**src/rtl/vend_pkg.sv**
```systemverilog
// -----------------------------------------------------------------------------
// vend_pkg
// Shared definitions for the vending controller: FSM state encoding and the
// default values of the controller parameters.
// Ports: none (package).
// Configuration: optional change dispenser enabled by defining VEND_CHANGE_EN.
// -----------------------------------------------------------------------------
package vend_pkg;

    typedef enum logic [1:0] {
        ST_IDLE   = 2'd0,   // no credit
        ST_CREDIT = 2'd1,   // credit held, waiting for a purchase
        ST_VEND   = 2'd2,   // single dispense cycle
        ST_CHANGE = 2'd3    // returning remaining credit as change beats
    } vend_state_t;

    localparam int VEND_NUM_PROD = 4;   // selectable products
    localparam int VEND_SEL_W    = 2;   // product index width
    localparam int VEND_CREDIT_W = 8;   // credit / price width, 5-cent units
    localparam int VEND_COIN_W   = 3;   // coin value width, 5-cent units
    localparam int VEND_CHG_STEP = 1;   // max units returned per change beat

endpackage

```
**src/rtl/vend_price_mux.sv**
```systemverilog
// -----------------------------------------------------------------------------
// vend_price_mux
// Selects one product price out of the flattened price table.
// Ports:
//   price_tbl  in  NUM_PROD*CREDIT_W  price of product i at [i*CREDIT_W +: CREDIT_W]
//   idx        in  SEL_W              product index
//   price      out CREDIT_W           price of product idx (0 if idx out of range)
// Configuration: none (VEND_CHANGE_EN does not affect this block).
// -----------------------------------------------------------------------------
module vend_price_mux import vend_pkg::*; #(
    parameter int NUM_PROD = VEND_NUM_PROD,
    parameter int SEL_W    = VEND_SEL_W,
    parameter int CREDIT_W = VEND_CREDIT_W
) (
    input  logic [NUM_PROD*CREDIT_W-1:0] price_tbl,
    input  logic [SEL_W-1:0]             idx,
    output logic [CREDIT_W-1:0]          price
);

    always_comb begin
        price = '0;
        for (int i = 0; i < NUM_PROD; i++) begin
            if (idx == SEL_W'(i)) begin
                price = price_tbl[i*CREDIT_W +: CREDIT_W];
            end
        end
    end

endmodule

```
**src/rtl/vend_ctrl_p.sv**
```systemverilog
// -----------------------------------------------------------------------------
// vend_ctrl_p
// Vending machine controller: accumulates coin credit, latches a pending
// product selection, dispenses once credit covers the price and (optionally)
// returns the remainder through a ready/valid change dispenser.
// Ports:
//   clk, rst_n          clock (rising edge), asynchronous active-low reset
//   coin_valid/coin_val coin inserted this cycle and its value
//   sel_valid/sel       product selection request and index
//   cancel              abort purchase, refund credit
//   price_tbl           flattened price table
//   chg_ready           change dispenser accepts a beat
//   vend/vend_id        one-cycle dispense pulse and dispensed product
//   credit              current credit
//   coin_reject         one-cycle pulse, coin refused
//   sel_err             one-cycle pulse, selection index out of range
//   chg_valid/chg_amt   change beat offered to the dispenser
//   busy                high while vending or returning change
// Configuration: define VEND_CHANGE_EN to build the change dispenser. Without
// it the CHANGE state is never entered, chg_valid/chg_amt are tied to 0, any
// remainder stays as credit and cancel only clears the pending selection.
// -----------------------------------------------------------------------------
module vend_ctrl_p import vend_pkg::*; #(
    parameter int NUM_PROD = VEND_NUM_PROD,
    parameter int SEL_W    = VEND_SEL_W,
    parameter int CREDIT_W = VEND_CREDIT_W,
    parameter int COIN_W   = VEND_COIN_W,
    parameter int CHG_STEP = VEND_CHG_STEP
) (
    input  logic                         clk,
    input  logic                         rst_n,
    input  logic                         coin_valid,
    input  logic [COIN_W-1:0]            coin_val,
    input  logic                         sel_valid,
    input  logic [SEL_W-1:0]             sel,
    input  logic                         cancel,
    input  logic [NUM_PROD*CREDIT_W-1:0] price_tbl,
    input  logic                         chg_ready,
    output logic                         vend,
    output logic [SEL_W-1:0]             vend_id,
    output logic [CREDIT_W-1:0]          credit,
    output logic                         coin_reject,
    output logic                         sel_err,
    output logic                         chg_valid,
    output logic [CREDIT_W-1:0]          chg_amt,
    output logic                         busy
);

    vend_state_t          state_q, state_d;
    logic [CREDIT_W-1:0]  credit_q, credit_d;
    logic                 pend_valid_q, pend_valid_d;
    logic [SEL_W-1:0]     pend_idx_q, pend_idx_d;
    logic                 vend_q, vend_d;
    logic [SEL_W-1:0]     vend_id_q, vend_id_d;
    logic                 coin_reject_q, coin_reject_d;
    logic                 sel_err_q, sel_err_d;
    logic                 busy_q, busy_d;

    logic                 coin_live;
    logic [CREDIT_W:0]    coin_sum;
    logic                 sel_in_range;
    logic [SEL_W-1:0]     price_idx;
    logic [CREDIT_W-1:0]  price;

    // A zero-valued coin is treated as no coin at all.
    assign coin_live    = coin_valid && (coin_val != '0);
    // Extra carry bit: a set MSB means the coin would overflow the credit.
    assign coin_sum     = {1'b0, credit_q} + (CREDIT_W+1)'(coin_val);
    assign sel_in_range = ({1'b0, sel} < (SEL_W+1)'(NUM_PROD));
    // Price lookup uses the selection that will be pending after this edge,
    // so a same-cycle selection and coin can vend immediately.
    assign price_idx    = (sel_valid && sel_in_range) ? sel : pend_idx_q;

    vend_price_mux #(
        .NUM_PROD (NUM_PROD),
        .SEL_W    (SEL_W),
        .CREDIT_W (CREDIT_W)
    ) u_price_mux (
        .price_tbl (price_tbl),
        .idx       (price_idx),
        .price     (price)
    );

`ifdef VEND_CHANGE_EN
    localparam logic [CREDIT_W-1:0] STEP = CREDIT_W'(CHG_STEP);

    logic                 chg_valid_q, chg_valid_d;
    logic [CREDIT_W-1:0]  chg_amt_q, chg_amt_d;

    function automatic logic [CREDIT_W-1:0] min_step(input logic [CREDIT_W-1:0] c);
        return (c < STEP) ? c : STEP;
    endfunction
`endif

    always_comb begin
        // NOTE: every signal written here gets a default first; a path that
        // left one unassigned would infer a latch.
        state_d       = state_q;
        credit_d      = credit_q;
        pend_valid_d  = pend_valid_q;
        pend_idx_d    = pend_idx_q;
        vend_d        = 1'b0;
        vend_id_d     = '0;
        coin_reject_d = 1'b0;
        sel_err_d     = 1'b0;
`ifdef VEND_CHANGE_EN
        chg_valid_d   = 1'b0;
        chg_amt_d     = '0;
`endif

        case (state_q)
            ST_IDLE, ST_CREDIT: begin
                if (cancel) begin
                    // Cancel wins: a same-cycle coin is refused, selection ignored.
                    coin_reject_d = coin_live;
                    pend_valid_d  = 1'b0;
`ifdef VEND_CHANGE_EN
                    if (credit_q != '0) begin
                        state_d     = ST_CHANGE;
                        chg_valid_d = 1'b1;
                        chg_amt_d   = min_step(credit_q);
                    end else begin
                        state_d = ST_IDLE;
                    end
`endif
                end else begin
                    if (coin_live) begin
                        if (coin_sum[CREDIT_W]) begin
                            coin_reject_d = 1'b1;
                        end else begin
                            credit_d = coin_sum[CREDIT_W-1:0];
                        end
                    end
                    if (sel_valid) begin
                        if (sel_in_range) begin
                            pend_valid_d = 1'b1;
                            pend_idx_d   = sel;
                        end else begin
                            sel_err_d = 1'b1;
                        end
                    end
                    state_d = (credit_d == '0) ? ST_IDLE : ST_CREDIT;
                    // Re-evaluated every cycle, so a zero price vends on selection.
                    if (pend_valid_d && (credit_d >= price)) begin
                        vend_d       = 1'b1;
                        vend_id_d    = pend_idx_d;
                        credit_d     = credit_d - price;
                        pend_valid_d = 1'b0;
                        state_d      = ST_VEND;
                    end
                end
            end

            ST_VEND: begin
                coin_reject_d = coin_live;
`ifdef VEND_CHANGE_EN
                if (credit_q != '0) begin
                    state_d     = ST_CHANGE;
                    chg_valid_d = 1'b1;
                    chg_amt_d   = min_step(credit_q);
                end else begin
                    state_d = ST_IDLE;
                end
`else
                state_d = (credit_q == '0) ? ST_IDLE : ST_CREDIT;
`endif
            end

            ST_CHANGE: begin
`ifdef VEND_CHANGE_EN
                coin_reject_d = coin_live;
                chg_valid_d   = 1'b1;
                chg_amt_d     = chg_amt_q;
                // chg_valid is always high here, so chg_ready alone completes a beat.
                if (chg_ready) begin
                    credit_d = credit_q - chg_amt_q;
                    if (credit_d == '0) begin
                        state_d     = ST_IDLE;
                        chg_valid_d = 1'b0;
                        chg_amt_d   = '0;
                    end else begin
                        chg_amt_d = min_step(credit_d);
                    end
                end
`else
                state_d = ST_IDLE;
`endif
            end

            default: state_d = ST_IDLE;
        endcase

        busy_d = (state_d == ST_VEND) || (state_d == ST_CHANGE);
    end

    always_ff @(posedge clk or negedge rst_n) begin
        if (!rst_n) begin
            state_q       <= ST_IDLE;
            credit_q      <= '0;
            pend_valid_q  <= 1'b0;
            pend_idx_q    <= '0;
            vend_q        <= 1'b0;
            vend_id_q     <= '0;
            coin_reject_q <= 1'b0;
            sel_err_q     <= 1'b0;
            busy_q        <= 1'b0;
        end else begin
            // NOTE: non-blocking assignments make every flop sample pre-edge
            // values, independent of statement order.
            state_q       <= state_d;
            credit_q      <= credit_d;
            pend_valid_q  <= pend_valid_d;
            pend_idx_q    <= pend_idx_d;
            vend_q        <= vend_d;
            vend_id_q     <= vend_id_d;
            coin_reject_q <= coin_reject_d;
            sel_err_q     <= sel_err_d;
            busy_q        <= busy_d;
        end
    end

`ifdef VEND_CHANGE_EN
    always_ff @(posedge clk or negedge rst_n) begin
        if (!rst_n) begin
            chg_valid_q <= 1'b0;
            chg_amt_q   <= '0;
        end else begin
            chg_valid_q <= chg_valid_d;
            chg_amt_q   <= chg_amt_d;
        end
    end

    assign chg_valid = chg_valid_q;
    assign chg_amt   = chg_amt_q;
`else
    logic unused_chg_ready;
    assign unused_chg_ready = chg_ready;
    assign chg_valid        = 1'b0;
    assign chg_amt          = '0;
`endif

    assign vend        = vend_q;
    assign vend_id     = vend_id_q;
    assign credit      = credit_q;
    assign coin_reject = coin_reject_q;
    assign sel_err     = sel_err_q;
    assign busy        = busy_q;

endmodule

```
**config.mk**
```make
export PLATFORM = sky130hd
export DESIGN_NAME = vend_ctrl_p
export DESIGN_NICKNAME = d
export VERILOG_FILES = /design/src/rtl/vend_pkg.sv /design/src/rtl/vend_price_mux.sv /design/src/rtl/vend_ctrl_p.sv
export SDC_FILE = /design/constraint.sdc
export NUM_CORES = 1
export LEC_CHECK = 0
export ABC_CLOCK_PERIOD_IN_PS = 3500
export CORE_MARGIN = 2
export CORE_UTILIZATION = 41
export CTS_CLUSTER_DIAMETER = 30
export DETAILED_ROUTE_END_ITERATION = 6
export PLACE_DENSITY = 0.77
export SYNTH_ARGS = -nofsm -noshare
export SYNTH_HDL_FRONTEND = slang
export SYNTH_SLANG_ARGS = --single-unit
```
**constraint.sdc**
```tcl
create_clock -name clk -period 3.5 [get_ports clk]
set_clock_uncertainty 0.05 [all_clocks]
set_input_delay 0.875 -clock clk [delete_from_list [all_inputs] [get_ports clk]]
set_output_delay 0.875 -clock clk [all_outputs]
set_load 0.03 [all_outputs]
```
==> results.md <==
- Status: complete, but fails checks
- Failing checks: setup timing
- Crit Path Class: primary input to flop
- IO Port Bufs: 54
- Post-synthesis sequential area ratio: 0.248
- Clock-pin slew of the registers on the worst-case setup and hold paths: 0.07 ns
- Final worst setup slack: -0.328 ns
- Pin count of the biggest net entering global routing: 19
- GRT overflow: 0
- Most used DFF post-synth: dfrtp_1
- CTS Buf Count: 3
- Vias in the first global route: roughly 1800
- Clk_lat worst skew: approximately 0.26 ns
- RSZ-0062 raised after global routing: true
- Startpoint Class: primary input
- Via count: 1851
- Final Cycle Share: 1.09
- Placement Rows: 24
- CTS tree: done
- CP max stage delay: between 0.3 and 0.4 ns
- Worst IR Drop VDD: 0.414 mV
- Synth cell types: between 50 and 60
- Hold Path Class: flop to flop
- Slowest library cell on the worst path: fa_2
- Post-synthesis cell area: 0.00182 mm^2
- Iter 0 DRT Violations: 61
- Clock tree sinks: 18
- I/O pin count: 66
- Bufs and invs on worst path: 3
- Antenna violations before repair: 0
- Fillers: ~350
- Worst path cell trace: buf_8, ha_4, inv_2, fa_2, nor2b_4, o21bai_4, o21ai_4, mux2i_4, ha_2, inv_2, fa_2, and3_4, o31a_1, o21a_1, o21ai_1, or3b_1, a31oi_1
- Die Wd: 70.6 um
- Synthesis Warnings: 0
- Max_cap viols: 0
- Crit Path Max Fanout: 2
- Fmax achieved: ~0.26 GHz
- First-pass GRT wire length: around 8000 um
- Initial Util: 0.421
- Final hold violations: 0
- Antenna Nets Post-Route: 0
- Core ar.: roughly 0.0043 mm^2
- Element type at the critical path end: flop
- Layout Nets: around 360
- Avg Cell Area, Syn: 9.28 um^2
- GRT Total Usage: 0.200
- Tmin final: roughly 3.8 ns
- RePlAce Congestion: ~0.81
- Clock Tree Root: clkbuf_8
- CTS Buffer Depth: 2
- P&R area growth vs syn: 59.2%
- Die footprint: 0.00499 mm^2
- Cells after Synth: a little under 200
- Dpl ws: -1.17 ns
- Initial DRT Pass Iterations: 4
- DR vias/cell: between 5 and 6
- FFs w/ async S/R, synth: 1.00
- Final Max Slew Viols: 0
- Htree depth: 1
- Placed cells: roughly 340
- Finished Layout Cells: around 350
- Ant. Diodes: 0
- Share of cells above drive strength 1: 0.329
- Leakage: approximately 0.0013 uW
- FF+latch count, synth: 18
- Worst-margin pin slew: roughly 0.85 ns
- DRC viols: 0
- CP Data Arrival Time: slightly below 4 ns
- Dpl hpwl: around 3900 um
- Chip Height: slightly above 70 um
- EDFF count, synth: 0
- P per Cell Area: 899 mW/mm^2
- Final WL: 4840 um
- Setup violations, final: 15
- WP data required: between 3 and 4 ns
- Hold_buf cts: 0
- Routed WL per cell: ~14 um
- Slew headroom: 0.431
- Crit path max-delay family: adder cells
per-stage QoR:
step / total power [uW] / setup TNS, ns / utilization / instance area [um^2] / hold slack (ns)
finish: 2600 / -2.92 / 0.670 / 2900 / 0.475
global placement: 2170 / -14.42 / 0.631 / 2730 / 0.434
floorplan: 1500 / -5.47 / - / 1890 / 0.413
global route: 2800 / -5.66 / 0.670 / 2900 / 0.532
CTS: 2510 / -2.80 / 0.661 / 2860 / 0.479
detailed placement: 2220 / -15.93 / 0.631 / 2730 / 0.445
cell type report:
class                   instances  area, um^2  share of cell area
repair buffers                107         943               0.326
flip-flops and latches         18         450               0.156
multi-input cells             156        1320               0.457
clock buffers                   4        55.1              0.0190
well taps                      52        65.1              0.0225
inverters                      16        60.1              0.0207
kinds of logic (layout without fill, tap and decap cells):
family / Yosys count / in the layout / share of synthesized area
simple gates: 59 / 59 / 0.170
compound gates: 50 / 50 / 0.201
buf+inv: 31 / 127 / 0.0887
flops: 18 / 18 / 0.248
mux: 17 / 17 / 0.160
fa+ha+maj: 13 / 13 / 0.0977
xor+xnor: 7 / 7 / 0.0337
other cells: 1 / 10 / 0.00206
flip-flops by register name (all words and copies together) (netlist names):
register and cells:
credit 8, pend_idx_q 2, state_q 2, vend_id 2, busy 1, coin_reject 1
pend_valid_q 1, vend 1
synth_stat cells (2+ instances only):
master | number | area (um^2)
mux4_2 | 8 | 180
mux2_2 | 2 | 22.5
nor2_1 | 16 | 60.1
buf_4 | 10 | 75.1
xnor2_1 | 3 | 26.3
o211ai_1 | 2 | 15.0
o31ai_1 | 2 | 15.0
nand3_1 | 3 | 15.0
fa_1 | 2 | 40.0
ha_1 | 11 | 138
a21oi_1 | 11 | 55.1
nor4_1 | 2 | 12.5
and3_1 | 2 | 12.5
mux2i_1 | 4 | 40.0
clkbuf_1 | 4 | 15.0
nor2b_1 | 2 | 12.5
dfrtp_1 | 18 | 450
o21ai_1 | 6 | 30.0
a21o_1 | 2 | 15.0
nand2_1 | 16 | 60.1
a31oi_1 | 4 | 25.0
o21ai_0 | 8 | 40.0
inv_1 | 16 | 60.1
xor2_1 | 4 | 35.0
nor3_1 | 6 | 30.0
metal layers:
layer	vias up	wire [um]	part of all wire	GRT usage
met5	-	0	0	0
met4	0	18	0.0037	0.0252
met3	3	186	0.038	0.0185
met2	56	2550	0.53	0.369
met1	890	2080	0.43	0.263
li1	902	-	-	-
worst register-to-register path: cells and delay by family, from the launching register on:
kind | cells | cell delay [ns]
adders and majority gates | 4 | 1.08
AOI/OAI and AO/OA | 6 | 0.94
and+or+nand+nor | 3 | 0.67
DFF | 1 | 0.39
muxes | 1 | 0.27
buffers and inverters | 2 | 0.07
power by group:
group / switching, uW / internal (uW)
Sequential: 70.9 / 292
Combinational: 1020 / 1050
Clock: 77.5 / 100
path summary, 6_finish.rpt:
path                               startpoint             to  slack [ns]  cells past startpoint
max in group asynchronous               rst_n      credit[2]        1.83                      1
worst max register to register      credit[0]      credit[6]       -0.05                     16
worst min register to register  pend_idx_q[1]  pend_idx_q[1]        0.47                      2
min in group asynchronous               rst_n  pend_idx_q[1]        1.05                      1
worst min-delay path            pend_idx_q[1]  pend_idx_q[1]        0.47                      2
worst max-delay path              coin_val[0]      credit[6]       -0.33                     17
cells in the final DEF, fill, tap and decap left out, types with 2 or more instances in the layout:
cell / netlist / final
o211ai_1: 2 / 2
a31oi_1: 4 / 4
mux2i_1: 4 / 3
nand3_1: 3 / 3
nor4_1: 2 / 2
clkdlybuf4s50_1: 0 / 50
mux4_2: 8 / 8
clkbuf_8: 0 / 4
inv_1: 16 / 13
fa_2: 0 / 2
ha_1: 11 / 9
mux2i_4: 1 / 2
nand2_1: 16 / 14
mux2_2: 2 / 2
nand2_2: 0 / 2
buf_6: 1 / 2
o31ai_1: 2 / 2
nor2_1: 16 / 15
a21oi_1: 11 / 10
o21ai_0: 8 / 5
dlygate4sd2_1: 0 / 2
buf_4: 10 / 51
o21ai_1: 6 / 8
xnor2_1: 3 / 3
nor3_1: 6 / 5
dfrtp_1: 18 / 18
conb_1: 1 / 10
inv_2: 0 / 3
xor2_1: 4 / 4
nor2b_1: 2 / 2
repair_timing:
action                     4_1_cts  5_1_grt
pin swaps                       10       10
setup endpoints to repair       15       15
gates cloned                     0        0
setup buffers                    6        3
gates resized for setup         21        8
No activity file was read; power rests on OpenSTA's default activity.
